### config.mk
export PLATFORM = sky130hd
export DESIGN_NAME = mc8051_agu_pipe_flat
export DESIGN_NICKNAME = d
export VERILOG_FILES = /design/src/rtl/mc8051_agu_pipe_pkg.sv /design/src/rtl/mc8051_agu_pipe_if.sv /design/src/rtl/mc8051_agu_pipe_skid_buf.sv /design/src/rtl/mc8051_agu_pipe.sv /design/src/flat_wrapper.sv
export SDC_FILE = /design/constraint.sdc
export NUM_CORES = 1
export LEC_CHECK = 0
export ABC_AREA = 1
export BUFFER_PORTS_ARGS = -buffer_cell sky130_fd_sc_hd__buf_4
export CAP_MARGIN = 20
export CORE_AREA = 2 2 92 94
export DETAILED_ROUTE_END_ITERATION = 6
export DIE_AREA = 0 0 94 96
export GPL_TIMING_DRIVEN = 0
export PLACE_DENSITY = 0.82
export SETUP_SLACK_MARGIN = 0.5
export SYNTH_ARGS = -nofsm -noshare
export SYNTH_HDL_FRONTEND = slang
export SYNTH_SLANG_ARGS = --single-unit
### constraint.sdc
create_clock -name i_clk -period 3.97 [get_ports i_clk]
set_input_delay 0.1985 -clock i_clk [delete_from_list [all_inputs] [get_ports i_clk]]
set_output_delay 0.1985 -clock i_clk [all_outputs]
set_load 0.1 [all_outputs]
### src/rtl/mc8051_agu_pipe_pkg.sv
// Shared definitions for the mc8051 address-generation pipeline:
// mode codes, bit-RAM base and skid-buffer state encoding.
package mc8051_agu_pipe_pkg;

  typedef enum logic [3:0] {
    AGU_M_RN     = 4'd0,
    AGU_M_RI     = 4'd1,
    AGU_M_PC     = 4'd2,
    AGU_M_IDX16  = 4'd3,
    AGU_M_IDX8   = 4'd4,
    AGU_M_SIDX8  = 4'd5,
    AGU_M_DPTR   = 4'd6,
    AGU_M_DPTR_A = 4'd7,
    AGU_M_PC_A   = 4'd8,
    AGU_M_BIT    = 4'd9,
    AGU_M_SX     = 4'd10,
    AGU_M_SP     = 4'd11,
    AGU_M_SP_INC = 4'd12,
    AGU_M_SP_DEC = 4'd13
  } agu_mode_e;

  localparam logic [7:0] AGU_BITRAM_BASE = 8'h20;

  // Sideband carried next to the address: bit_idx(3), is_sfr, carry, mode_err.
  localparam int unsigned AGU_META_W = 6;

  typedef enum logic [1:0] {
    SKID_EMPTY = 2'd0,
    SKID_ONE   = 2'd1,
    SKID_TWO   = 2'd2
  } skid_state_e;

endpackage

### src/rtl/mc8051_agu_pipe_if.sv
// Request/result bus of the address-generation unit. The master side is the
// sequencer plus memory interface; the slave side is the AGU itself.
interface mc8051_agu_pipe_if #(
  parameter int unsigned ADDR_W = 16,
  parameter int unsigned DATA_W = 8,
  parameter int unsigned BANK_W = 2
);

  logic              i_req_vld;
  logic              o_req_rdy;
  logic [3:0]        i_mode;
  logic [BANK_W-1:0] i_bank;
  logic [DATA_W-1:0] i_opc;
  logic [ADDR_W-1:0] i_pc;
  logic [ADDR_W-1:0] i_dptr;
  logic [DATA_W-1:0] i_acc;
  logic [DATA_W-1:0] i_sp;
  logic [DATA_W-1:0] i_buf0;
  logic [DATA_W-1:0] i_buf1;
  logic [DATA_W-1:0] i_sx;
  logic              i_flush;
  logic              o_addr_vld;
  logic              i_addr_rdy;
  logic [ADDR_W-1:0] o_addr;
  logic [2:0]        o_bit_idx;
  logic              o_is_sfr;
  logic              o_carry;
  logic              o_mode_err;

  modport master (
    output i_req_vld, i_mode, i_bank, i_opc, i_pc, i_dptr, i_acc, i_sp,
           i_buf0, i_buf1, i_sx, i_flush, i_addr_rdy,
    input  o_req_rdy, o_addr_vld, o_addr, o_bit_idx, o_is_sfr, o_carry,
           o_mode_err
  );

  modport slave (
    input  i_req_vld, i_mode, i_bank, i_opc, i_pc, i_dptr, i_acc, i_sp,
           i_buf0, i_buf1, i_sx, i_flush, i_addr_rdy,
    output o_req_rdy, o_addr_vld, o_addr, o_bit_idx, o_is_sfr, o_carry,
           o_mode_err
  );

endinterface

### src/rtl/mc8051_agu_pipe_skid_buf.sv
// Two-entry valid/ready skid buffer with registered ready, valid and data.
// The head register drives the output directly; the skid entry absorbs a stall.
module mc8051_skid_buf
  import mc8051_agu_pipe_pkg::*;
#(
  parameter int unsigned W = 22
) (
  input  logic         clk,
  input  logic         rst_n,
  input  logic         flush,
  input  logic         in_vld,
  output logic         in_rdy,
  input  logic [W-1:0] in_data,
  output logic         out_vld,
  input  logic         out_rdy,
  output logic [W-1:0] out_data
);

  skid_state_e  state;
  logic [W-1:0] skid_q;
  logic         accept;
  logic         drain;

  assign accept = in_vld && in_rdy;
  assign drain  = out_vld && out_rdy;

  always_ff @(posedge clk) begin
    if (!rst_n) begin
      state    <= SKID_EMPTY;
      in_rdy   <= 1'b0;
      out_vld  <= 1'b0;
      out_data <= '0;
      skid_q   <= '0;
    end else if (flush) begin
      state   <= SKID_EMPTY;
      in_rdy  <= 1'b1;
      out_vld <= 1'b0;
    end else begin
      case (state)
        SKID_EMPTY: begin
          in_rdy <= 1'b1;
          if (accept) begin
            out_data <= in_data;
            out_vld  <= 1'b1;
            state    <= SKID_ONE;
          end
        end
        SKID_ONE: begin
          if (accept && !drain) begin
            skid_q <= in_data;
            in_rdy <= 1'b0;
            state  <= SKID_TWO;
          end else if (drain && !accept) begin
            out_vld <= 1'b0;
            state   <= SKID_EMPTY;
          end else if (accept && drain) begin
            out_data <= in_data;
          end
        end
        SKID_TWO: begin
          // in_rdy is low here, so only a drain can happen.
          if (drain) begin
            out_data <= skid_q;
            in_rdy   <= 1'b1;
            state    <= SKID_ONE;
          end
        end
        default: begin
          state   <= SKID_EMPTY;
          in_rdy  <= 1'b1;
          out_vld <= 1'b0;
        end
      endcase
    end
  end

endmodule

### src/rtl/mc8051_agu_pipe.sv
// Registered address-generation unit: combinational mode decode and address
// arithmetic feeding a two-entry skid buffer that owns all outputs.
module mc8051_agu_pipe
  import mc8051_agu_pipe_pkg::*;
#(
  parameter int unsigned ADDR_W = 16,
  parameter int unsigned DATA_W = 8,
  parameter int unsigned BANK_W = 2
) (
  input  logic               i_clk,
  input  logic               i_rst_n,
  mc8051_agu_pipe_if.slave   bus
);

  localparam int unsigned PAY_W = ADDR_W + AGU_META_W;
  localparam int unsigned SUM_W = ADDR_W + 1;

  logic [ADDR_W-1:0] addr_c;
  logic [2:0]        idx_c;
  logic              sfr_c;
  logic              carry_c;
  logic              err_c;
  logic [SUM_W-1:0]  sum_c;
  logic [DATA_W-1:0] sp_inc_c;
  logic [PAY_W-1:0]  pay_in;
  logic [PAY_W-1:0]  pay_out;
  logic              unused_opc_hi;

  assign unused_opc_hi = ^bus.i_opc[DATA_W-1:3];

  // SP_INC wraps inside DATA_W and never reports a carry.
  assign sp_inc_c = bus.i_sp + DATA_W'(1);

  always_comb begin
    addr_c  = '0;
    idx_c   = '0;
    sfr_c   = 1'b0;
    carry_c = 1'b0;
    err_c   = 1'b0;
    sum_c   = '0;
    case (bus.i_mode)
      AGU_M_RN:     addr_c = ADDR_W'({bus.i_bank, bus.i_opc[2:0]});
      AGU_M_RI:     addr_c = ADDR_W'({bus.i_bank, 2'b00, bus.i_opc[0]});
      AGU_M_PC:     addr_c = bus.i_pc;
      AGU_M_IDX16:  addr_c = ADDR_W'({bus.i_buf1, bus.i_buf0});
      AGU_M_IDX8: begin
        addr_c = ADDR_W'(bus.i_buf0);
        sfr_c  = bus.i_buf0[7];
      end
      AGU_M_SIDX8: begin
        addr_c = ADDR_W'(bus.i_buf1);
        sfr_c  = bus.i_buf1[7];
      end
      AGU_M_DPTR:   addr_c = bus.i_dptr;
      AGU_M_DPTR_A: begin
        sum_c   = {1'b0, bus.i_dptr} + SUM_W'(bus.i_acc);
        addr_c  = sum_c[ADDR_W-1:0];
        carry_c = sum_c[ADDR_W];
      end
      AGU_M_PC_A: begin
        sum_c   = {1'b0, bus.i_pc} + SUM_W'(bus.i_acc);
        addr_c  = sum_c[ADDR_W-1:0];
        carry_c = sum_c[ADDR_W];
      end
      AGU_M_BIT: begin
        idx_c = bus.i_buf0[2:0];
        if (!bus.i_buf0[7]) begin
          addr_c = ADDR_W'(AGU_BITRAM_BASE + {4'b0000, bus.i_buf0[6:3]});
        end else begin
          addr_c = ADDR_W'({bus.i_buf0[7:3], 3'b000});
          sfr_c  = 1'b1;
        end
      end
      AGU_M_SX:     addr_c = ADDR_W'(bus.i_sx);
      AGU_M_SP:     addr_c = ADDR_W'(bus.i_sp);
      AGU_M_SP_INC: addr_c = ADDR_W'(sp_inc_c);
      AGU_M_SP_DEC: addr_c = ADDR_W'(bus.i_sp);
      default:      err_c  = 1'b1;
    endcase
  end

  assign pay_in = {addr_c, idx_c, sfr_c, carry_c, err_c};

  mc8051_skid_buf #(
    .W (PAY_W)
  ) u_skid (
    .clk      (i_clk),
    .rst_n    (i_rst_n),
    .flush    (bus.i_flush),
    .in_vld   (bus.i_req_vld),
    .in_rdy   (bus.o_req_rdy),
    .in_data  (pay_in),
    .out_vld  (bus.o_addr_vld),
    .out_rdy  (bus.i_addr_rdy),
    .out_data (pay_out)
  );

  assign {bus.o_addr, bus.o_bit_idx, bus.o_is_sfr, bus.o_carry, bus.o_mode_err} = pay_out;

endmodule

### src/flat_wrapper.sv
// flat-port wrapper written by rule: the top's interface ports become plain ports
module mc8051_agu_pipe_flat import mc8051_agu_pipe_pkg::*;
#(
  parameter int unsigned ADDR_W = 16,
  parameter int unsigned DATA_W = 8,
  parameter int unsigned BANK_W = 2
)
  (i_clk, i_rst_n, bus_i_req_vld, bus_i_mode, bus_i_bank, bus_i_opc, bus_i_pc, bus_i_dptr, bus_i_acc, bus_i_sp, bus_i_buf0, bus_i_buf1, bus_i_sx, bus_i_flush, bus_i_addr_rdy, bus_o_req_rdy, bus_o_addr_vld, bus_o_addr, bus_o_bit_idx, bus_o_is_sfr, bus_o_carry, bus_o_mode_err);
  mc8051_agu_pipe_if #(.ADDR_W(ADDR_W), .DATA_W(DATA_W), .BANK_W(BANK_W)) bus_i ();
  input  logic i_clk;
  input  logic i_rst_n;
  input wire logic [$bits(bus_i.i_req_vld)-1:0] bus_i_req_vld;
  input wire logic [$bits(bus_i.i_mode)-1:0] bus_i_mode;
  input wire logic [$bits(bus_i.i_bank)-1:0] bus_i_bank;
  input wire logic [$bits(bus_i.i_opc)-1:0] bus_i_opc;
  input wire logic [$bits(bus_i.i_pc)-1:0] bus_i_pc;
  input wire logic [$bits(bus_i.i_dptr)-1:0] bus_i_dptr;
  input wire logic [$bits(bus_i.i_acc)-1:0] bus_i_acc;
  input wire logic [$bits(bus_i.i_sp)-1:0] bus_i_sp;
  input wire logic [$bits(bus_i.i_buf0)-1:0] bus_i_buf0;
  input wire logic [$bits(bus_i.i_buf1)-1:0] bus_i_buf1;
  input wire logic [$bits(bus_i.i_sx)-1:0] bus_i_sx;
  input wire logic [$bits(bus_i.i_flush)-1:0] bus_i_flush;
  input wire logic [$bits(bus_i.i_addr_rdy)-1:0] bus_i_addr_rdy;
  output wire logic [$bits(bus_i.o_req_rdy)-1:0] bus_o_req_rdy;
  output wire logic [$bits(bus_i.o_addr_vld)-1:0] bus_o_addr_vld;
  output wire logic [$bits(bus_i.o_addr)-1:0] bus_o_addr;
  output wire logic [$bits(bus_i.o_bit_idx)-1:0] bus_o_bit_idx;
  output wire logic [$bits(bus_i.o_is_sfr)-1:0] bus_o_is_sfr;
  output wire logic [$bits(bus_i.o_carry)-1:0] bus_o_carry;
  output wire logic [$bits(bus_i.o_mode_err)-1:0] bus_o_mode_err;
  assign bus_i.i_req_vld = bus_i_req_vld;
  assign bus_i.i_mode = bus_i_mode;
  assign bus_i.i_bank = bus_i_bank;
  assign bus_i.i_opc = bus_i_opc;
  assign bus_i.i_pc = bus_i_pc;
  assign bus_i.i_dptr = bus_i_dptr;
  assign bus_i.i_acc = bus_i_acc;
  assign bus_i.i_sp = bus_i_sp;
  assign bus_i.i_buf0 = bus_i_buf0;
  assign bus_i.i_buf1 = bus_i_buf1;
  assign bus_i.i_sx = bus_i_sx;
  assign bus_i.i_flush = bus_i_flush;
  assign bus_i.i_addr_rdy = bus_i_addr_rdy;
  assign bus_o_req_rdy = bus_i.o_req_rdy;
  assign bus_o_addr_vld = bus_i.o_addr_vld;
  assign bus_o_addr = bus_i.o_addr;
  assign bus_o_bit_idx = bus_i.o_bit_idx;
  assign bus_o_is_sfr = bus_i.o_is_sfr;
  assign bus_o_carry = bus_i.o_carry;
  assign bus_o_mode_err = bus_i.o_mode_err;
  mc8051_agu_pipe #(.ADDR_W(ADDR_W), .DATA_W(DATA_W), .BANK_W(BANK_W)) u_core (.i_clk(i_clk), .i_rst_n(i_rst_n), .bus(bus_i));
endmodule
After elaboration in Yosys (flattened, before gate mapping)

Index checks and enable logic that the tools add are counted.

Register bits after elaboration: 48
Bits in latches: 0
RAM bits: 0
Memory bits (read-only): 0
Bits of input ports: 91
Output and inout port bits: 24
Memories kept: 0

$add $sub $neg: 4
$mul: 0
Divide/modulo/power cells: 0
Order comparisons: 0
Equal/unequal tests: 24
Shift-type cells: 0
Multiplexer cells: 26
Bitwise operators: 3
Reductions and logical operators: 18

Operators by type and width:

| operator                                       | count |
|---|---|
| case mux 16 bit (13 select lines)              | 1 |
| two-way mux 22 bit                             | 5 |
| case mux 22 bit (3 select lines)               | 1 |
| adder 16 x 8 -> 17 bit                         | 2 |
| == test 4 bit (second input constant)          | 6 |
| == test 4 x 3 -> 1 bit (second input constant) | 4 |
| two-way mux 16 bit                             | 1 |
| OR reduction 14 bit                            | 1 |
| inequality test 2 bit (second input constant)  | 6 |
| inequality test 3 bit (second input constant)  | 3 |
| adder 8 x 1 -> 8 bit (second input constant)   | 1 |
| == test 4 x 2 -> 1 bit (second input constant) | 2 |
| two-way mux 1 bit                              | 8 |
| two-way mux 2 bit                              | 4 |
| adder 6 x 4 -> 7 bit (first input constant)    | 1 |
| AND reduction 7 bit                            | 1 |
| case mux 1 bit (3 select lines)                | 2 |
| case mux 2 bit (3 select lines)                | 1 |
| AND reduction 3 bit                            | 2 |
| logical AND 1 bit                              | 5 |
| == test 4 x 1 -> 1 bit (second input constant) | 1 |
| logical NOT 4 bit                              | 1 |
| case mux 1 bit (2 select lines)                | 2 |
| AND reduction 4 bit                            | 1 |
| 9 further kinds                                | 13 |

Logic depth before layout (Yosys ltp)

Gate-level depths: netlist (run 1).

Word-level depth: 7
Depth in mapped cells: 14

Modules after synthesis

From an unflattened synthesis (run 1), not the netlist that was laid out.

Cell total of the unflattened synthesis: 898
Area total of the unflattened synthesis: 4,957.3 um^2

Modules (own cells, without submodules):

| module          | times used | cells each | area an instance (um^2) | sequential area each (um^2) |
|---|---|---|---|---|
| mc8051_agu_pipe | 1          | 538        | 2,539.9                 | 0.0 |
| mc8051_skid_buf | 1          | 360        | 2,417.3                 | 960.9 |

Worst setup path after synthesis (run 1)

No wires, ideal clock.

Path kind: register -> register
From: register u_core.u_skid.in_rdy
To: register u_core.u_skid.skid_q[10]
Setup time: 0.115 ns
Arrival time: 2.223 ns
Required time: 3.855 ns
Setup slack: 1.632 ns
Cell stages (with the launch flop): 10
Period minus slack after synthesis: 2.338 ns
Path through: dfxtp_1 -> nand2_1 -> inv_1 -> ha_1 -> nand2_1 -> nor2_1 -> inv_1 -> clkbuf_1 -> o21ai_0 -> inv_1

Longest elaborated chain between the ends: 3

RTL lines:

| what                                 | line                           | text |
|---|---|---|
| start: declaration                   | mc8051_agu_pipe_skid_buf.sv:12 | `output logic in_rdy,` |
| start signal: assignment             | mc8051_agu_pipe_skid_buf.sv:30 | `in_rdy <= 1'b0;` |
| start signal: assignment             | mc8051_agu_pipe_skid_buf.sv:36 | `in_rdy <= 1'b1;` |
| start signal: assignment             | mc8051_agu_pipe_skid_buf.sv:41 | `in_rdy <= 1'b1;` |
| logical AND 1 bit                    | mc8051_agu_pipe_skid_buf.sv:24 | `assign accept = in_vld && in_rdy;` |
| logical AND 1 bit                    | mc8051_agu_pipe_skid_buf.sv:49 | `if (accept && !drain) begin` |
| AND reduction 3 bit (no source line) | --                             |  |
| end signal: assignment               | mc8051_agu_pipe_skid_buf.sv:50 | `skid_q <= in_data;` |
| end: declaration                     | mc8051_agu_pipe_skid_buf.sv:20 | `logic [W-1:0] skid_q;` |

Every way passes these cells.
A chain may end at the register's enable or synchronous reset.

Final worst setup path (run 1)

Same ends and word-level chain as after synthesis.

==> impl_metrics.json, run 1 <==
{
  "status": "completed",
  "routed_wl_um": 15400,
  "synth.avg_cell_area_um2": 5.72,
  "slew_headroom": 0.617,
  "drt-initial-drc-count": 397,
  "place.gp.congestion": 1.04,
  "drcViolationCount": 0,
  "syn_area_um2": 4340,
  "tns_ns": 0,
  "cp.required_ns": 4.17,
  "area_growth_syn_to_layout_pct": 24.4,
  "grt_pass1_wl_um": 24600,
  "synth_seq_cells": 48,
  "p_int_uw": 851,
  "arrival_ns": 2.26,
  "syn_nets": 872,
  "cp_slowest_cell": "dfxtp_1",
  "fillers": 748,
  "synth-edff-count": 0,
  "finish.utilization": 0.670,
  "startpoint_type": "register",
  "hold_path.class": "primary input to register",
  "synth_seq_area_share": 0.222,
  "ys_types": 38,
  "dpl.hpwl_um": 12700,
  "setup_viol_count_final": 0,
  "row_count": 33,
  "hold_viol_final": 0,
  "diodes": 0,
  "p_comb_frac": 0.366,
  "crit_path_max_incr_delay_ns": 0.37,
  "min_period_ns": 2.06,
  "grt_pass1_vias": 5172,
  "fp.coreArea_um2": 8050,
  "die_x_um": 94,
  "dpl_cell_area_um2": 5280,
  "power_density_nw_per_um2": 256,
  "end_kind": "register",
  "final.period_utilization": 0.519,
  "critical_path.top_delay_family": "buffers and inverters",
  "die_area_um2": 9020,
  "h-tree-depth": 2,
  "path_max_fanout": 10,
  "leakage_uw": 0.00283,
  "criticalPathCategory": "register to register",
  "worst-path-buf-inv": 4,
  "cpMostUsedCell": "inv_1",
  "cts_buffer_depth": 2,
  "drv_slew": 0,
  "post_cts_resized": 0,
  "drtPass1Iterations": 7,
  "syn_inst": 759,
  "clock_latency_ns": 0.31,
  "start_util": 0.539,
  "cts_tree": "yes",
  "clkPwrFrac": 0.267,
  "clkTransAtPathRegs_ns": 0.10,
  "antenna_found_initial": 0,
  "ff_latch_area_um2": 961,
  "ant_nets": 0,
  "multi_input_area_um2": 2890,
  "max_freq_ghz": 0.486,
  "grt_max_degree": 17,
  "via_count": 5541,
  "fin_skew_ns": 0.00723,
  "rsz0062_at_grt": "false",
  "post_drt_wl_per_cell_um": 15.8,
  "cts_hold_buf": 0,
  "cts.sinks": 48,
  "synthTopCellsByArea": "dfxtp_1 (22%), nand2_1 (19%), inv_1 (8.8%)",
  "worst_slew_pin_slew_ns": 0.574,
  "grt_overflow": 0,
  "synth_top_area_cell": "dfxtp_1",
  "ir_drop_v": 0.000166,
  "cts_setup_buffers": 0,
  "mostFrequentLayoutCells": "nand2_1 (216), buf_4 (108), inv_1 (102), nor2_1 (79), nand3_1 (76)",
  "critical_path.cell_chain": "nand2_1 -> inv_1 -> ha_1 -> nand2_1 -> nor2_1 -> inv_1 -> clkbuf_1 -> o21ai_0 -> inv_1",
  "port_buffers": 108,
  "final_common_cell": "nand2_1",
  "via_per_inst": 5.65,
  "yosys_warnings": 0,
  "async_flop_share": 0,
  "synthFlopType": "dfxtp_1",
  "dieHeight_um": 96,
  "maxCapViolCount": 0,
  "pin_count": 115,
  "final_nets": 987,
  "power_frac_seq": 0.367,
  "p_switching_uw": 528,
  "cts_root_buf": "clkbuf_8",
  "numCtsBuffers": 5,
  "synth_top_area_frac": 0.222,
  "design_area_um2": 5400,
  "grt.total_usage": 0.347,
  "p_sw_frac": 0.383,
  "drive_gt1_frac": 0.162
}
==> power groups by stage <==
| stage | Combinational, µW | Clock, µW | Sequential [µW] |
|---|---|---|---|
| floorplan | 219 | 0 | 613 |
| global placement | 485 | 0 | 517 |
| detailed placement | 494 | 0 | 517 |
| CTS | 496 | 364 | 506 |
| global route | 548 | 385 | 508 |
| finish | 504 | 369 | 506 |
==> stage by stage <==
stage	hold slack, ns	total power, µW	cells	setup slack, ns
final	0.172	1380	980	1.91
after global routing	0.186	1440	980	1.71
after CTS	0.166	1370	980	1.94
after detailed placement	0.461	1010	972	1.74
after global placement	0.455	1000	972	1.81
after floorplan	0.350	832	759	1.63
==> final cells by class <==
type	instances	area share
Multi-Input combinational cell	585	0.536
Sequential cell	48	0.178
Timing Repair Buffer	108	0.150
Inverter	109	0.0758
Tap cell	105	0.0244
Buffer	17	0.0137
Clock buffer	5	0.0128
Clock inverter	3	0.00858
==> cell families (layout without fill, tap and decap cells) <==
kind of cell | Yosys count | count (layout) | synth area share
and+or+nand+nor | 415 | 415 | 0.408
AOI/OAI and AO/OA | 147 | 147 | 0.190
buffers and inverters | 126 | 242 | 0.111
DFF | 48 | 48 | 0.222
adders and majority gates | 22 | 22 | 0.0669
xor gates and xnor gates | 1 | 1 | 0.00202
==> state kept, by name, indices dropped and copies added (netlist names) <==
register and cells:
u_core.u_skid.skid_q 22, u_core.u_skid.in_rdy 1, u_core.u_skid.out_data 22, u_core.u_skid.state 2, u_core.u_skid.out_vld 1
==> layer usage <==
layer	global-route usage	vias to the layer above	part of all wire
met1	0.443	2528	0.43
li1	-	2730	-
met4	0.0930	0	0.022
met2	0.610	255	0.47
met3	0.0532	28	0.077
met5	0	-	0
==> final timing paths <==
| kind | from | to | slack, ns | depth (start not counted) |
|---|---|---|---|---|
| max | u_core.u_skid.in_rdy | u_core.u_skid.skid_q[10] | 1.91 | 9 |
| min | bus_i_flush | u_core.u_skid.in_rdy | 0.17 | 3 |
| max reg2reg | u_core.u_skid.in_rdy | u_core.u_skid.skid_q[10] | 1.91 | 9 |
| min reg2reg | u_core.u_skid.out_data[17] | u_core.u_skid.out_data[17] | 0.47 | 2 |
==> worst reg2reg max path, delay by kind of cell (launching register included) <==
kind / cells / cell delay, ns
compound gates: 1 / 0.24
fa+ha+maj: 1 / 0.20
buf+inv: 4 / 0.60
flops: 1 / 0.37
simple gates: 3 / 0.55
==> synth_stat cells (2+ instances only) <==
master	n
nand2_1	216
inv_1	102
nor2_1	79
nand3_1	76
a21oi_1	63
o21ai_0	50
dfxtp_1	48
ha_1	20
nand4_1	18
clkbuf_1	9
o22ai_1	9
buf_2	8
nor3_1	7
a41oi_1	6
inv_2	5
nor2_2	5
or2_2	4
a221oi_1	3
a31oi_1	3
and2_1	3
o2bb2ai_1	3
clkinv_1	2
fa_1	2
nand2_2	2
o211ai_1	2
o21ai_1	2
No activity file was read; power rests on OpenSTA's default activity.
==> run 2, diff against run 1 <==
--- a/config.mk
+++ b/config.mk
@@ -8,11 +8,11 @@
 export ABC_AREA = 1
 export BUFFER_PORTS_ARGS = -buffer_cell sky130_fd_sc_hd__buf_4
 export CAP_MARGIN = 20
-export CORE_AREA = 2 2 92 94
+export CORE_AREA = 2 2 93 95
 export DETAILED_ROUTE_END_ITERATION = 6
-export DIE_AREA = 0 0 94 96
+export DIE_AREA = 0 0 95 97
 export GPL_TIMING_DRIVEN = 0
-export PLACE_DENSITY = 0.82
+export PLACE_DENSITY = 0.8
 export SETUP_SLACK_MARGIN = 0.5
 export SYNTH_ARGS = -nofsm -noshare
 export SYNTH_HDL_FRONTEND = slang
==> constraint.sdc (replaced) <==
create_clock -name i_clk -period 2 [get_ports i_clk]
set_input_delay 0.1 -clock i_clk [delete_from_list [all_inputs] [get_ports i_clk]]
set_output_delay 0.1 -clock i_clk [all_outputs]
set_load 0.1 [all_outputs]
==> run 2 against run 1 <==
Non-clock buffer count up 34; cell count up 3.5%; critical endpoint is now u_core.u_skid.out_data[8]; sequential share of layout area shrank 2.5 points; first-iteration DRC count up 130%; sequential power up 100%; maximum frequency increased by 14%; highest routed layer unchanged; the flow now finishes with violations (DRC).
==> impl_metrics.json, run 2 (synthesized netlist as in run 1, its figures left out) <==
{
  "dpl.hpwl_um": 12900,
  "numCtsBuffers": 5,
  "drv_slew": 0,
  "arrival_ns": 2.03,
  "row_count": 33,
  "power_frac_seq": 0.335,
  "mostFrequentLayoutCells": "nand2_1 (193), buf_4 (126), inv_1 (97), nor2_1 (68), nand3_1 (68)",
  "fillers": 578,
  "violations": "DRC",
  "min_from": "bus_i_flush",
  "grt_pass1_wl_um": 28000,
  "p_switching_uw": 1210,
  "p_int_uw": 1820,
  "ant_nets": 0,
  "final_nets": 1021,
  "drtPass1Iterations": 7,
  "cts_hold_buf": 0,
  "grt_pass1_vias": 5930,
  "diodes": 0,
  "ff2ff_path_depth": 11,
  "grt_overflow": 0,
  "final.period_utilization": 0.903,
  "area_growth_syn_to_layout_pct": 45.9,
  "via_count": 6428,
  "leakage_uw": 0.00313,
  "ff2ff_setup_slack_ns": 0.19,
  "maxCapViolCount": 0,
  "cp_slowest_cell": "dfxtp_4",
  "final_common_cell": "nand2_1",
  "place.gp.congestion": 1.02,
  "end_kind": "register",
  "hold_ws_ns": 0.0813,
  "cpMostUsedCell": "nand2_4",
  "cts.sinks": 48,
  "placed_cells": 972,
  "dieHeight_um": 97,
  "routed_wl_um": 20300,
  "setup_viol_count_final": 0,
  "clock_latency_ns": 0.32,
  "drive_gt1_frac": 0.307,
  "fin_skew_ns": 0.0148,
  "pin_count": 115,
  "power_density_nw_per_um2": 479,
  "p_comb_frac": 0.404,
  "rsz0062_at_grt": "true",
  "fin_ws_ns": 0.193,
  "post_drt_wl_per_cell_um": 20.0,
  "port_buffers": 108,
  "via_per_inst": 6.34,
  "reg_top3": "u_core.u_skid.out_data x22, u_core.u_skid.skid_q x22, u_core.u_skid.state x2",
  "finish.utilization": 0.778,
  "worst_slew_pin_slew_ns": 0.919,
  "grt.total_usage": 0.384,
  "p_sw_frac": 0.399,
  "cts_root_buf": "clkbuf_8",
  "drcViolationCount": 9,
  "crit_path_max_incr_delay_ns": 0.37,
  "drt-initial-drc-count": 915,
  "start_util": 0.533,
  "grt_max_degree": 16,
  "post-place-ws_ns": -0.0232,
  "slew_headroom": 0.387,
  "holdPathEnd": "u_core.u_skid.in_rdy",
  "instances_no_fill": 1014,
  "ir_drop_v": 0.000449,
  "max_freq_ghz": 0.554,
  "clkTransAtPathRegs_ns": 0.10,
  "path_max_fanout": 6,
  "tns_ns": 0,
  "criticalPathCategory": "register to register",
  "worstHoldPathCells": 3,
  "antenna_found_initial": 0,
  "h-tree-depth": 2,
  "clkPwrFrac": 0.260,
  "fp.coreArea_um2": 8130,
  "cp.required_ns": 2.23,
  "min_period_ns": 1.81,
  "worstReg2RegStart": "u_core.u_skid.in_rdy",
  "r2r-end": "u_core.u_skid.out_data[8]",
  "hold_viol_final": 0,
  "hold_path.class": "primary input to register",
  "cts_buffer_depth": 2,
  "die_area_um2": 9220,
  "startpoint_type": "register",
  "critical_path.cell_chain": "nand2_4 -> inv_4 -> ha_4 -> nand2_4 -> nand2_4 -> clkinv_4 -> nand4_4 -> buf_8 -> buf_8 -> a21oi_2 -> a21oi_1",
  "cts_tree": "yes",
  "die_x_um": 95,
  "status": "finished, violations left"
}
==> run 2: what timing repair did <==
| action | CTS | global route |
|---|---|---|
| gates resized for setup | 87 | 65 |
| endpoints found under the setup margin | 43 | 44 |
| pin swaps | 23 | 17 |
| cloned | 3 | 0 |
| buffers inserted | 17 | 14 |
==> run 2: routing by layer <==
metal / global-route usage / vias to the layer above / routed length [µm]
li1: - / 2812 / -
met1: 0.470 / 2828 / 6950
met2: 0.633 / 605 / 9500
met3: 0.0639 / 183 / 2340
met4: 0.206 / 0 / 1510
met5: 0 / - / 0
==> run 2: worst max-delay path by stage <==
| stage | from | endpoint | slack (ns) | depth (start not counted) |
|---|---|---|---|---|
| 2_1_floorplan | u_core.u_skid.out_vld | u_core.u_skid.out_data[10] | 0.35 | 10 |
| 3_3_place_gp | bus_i_acc[0] | u_core.u_skid.out_data[18] | -0.007 | 14 |
| 3_5_place_dp | bus_i_acc[0] | u_core.u_skid.out_data[18] | -0.02 | 14 |
| 4_1_cts | u_core.u_skid.in_rdy | u_core.u_skid.skid_q[8] | 0.38 | 13 |
| 5_1_grt | bus_i_acc[0] | u_core.u_skid.out_data[1] | 0.09 | 13 |
| 6_report | u_core.u_skid.in_rdy | u_core.u_skid.out_data[8] | 0.19 | 11 |
==> run 2: metrics by stage <==
stage          instance area, µm²  power, µW
3_3_place_gp                 5390       2010
3_5_place_dp                 5390       2030
2_1_floorplan                4450       1670
5_1_grt                      6330       3130
6_report                     6330       3030
4_1_cts                      5990       2860
==> run 2: final cells by class <==
cell class,instances,area [µm²],area share
Multi-Input combinational cell,585,3340,0.527
Timing Repair Buffer,142,1190,0.188
Sequential cell,48,970,0.153
Inverter,109,432,0.0682
Buffer,17,144,0.0227
Tap cell,105,131,0.0208
Clock buffer,6,82.6,0.0131
Clock inverter,2,38.8,0.00613
==> run 2: worst max-delay path, delay by kind of cell (launching register included) <==
family / cells / cell delay, ns
buf+inv: 4 / 0.48
simple gates: 4 / 0.43
flops: 1 / 0.37
compound gates: 2 / 0.24
fa+ha+maj: 1 / 0.17
==> run 2: power groups by stage <==
stage / registers [µW] / logic (µW) / clock network, µW
floorplan: 1220 / 454 / 0
global placement: 1030 / 988 / 0
detailed placement: 1030 / 1000 / 0
CTS: 1010 / 1100 / 750
global route: 1020 / 1300 / 811
finish: 1020 / 1230 / 789
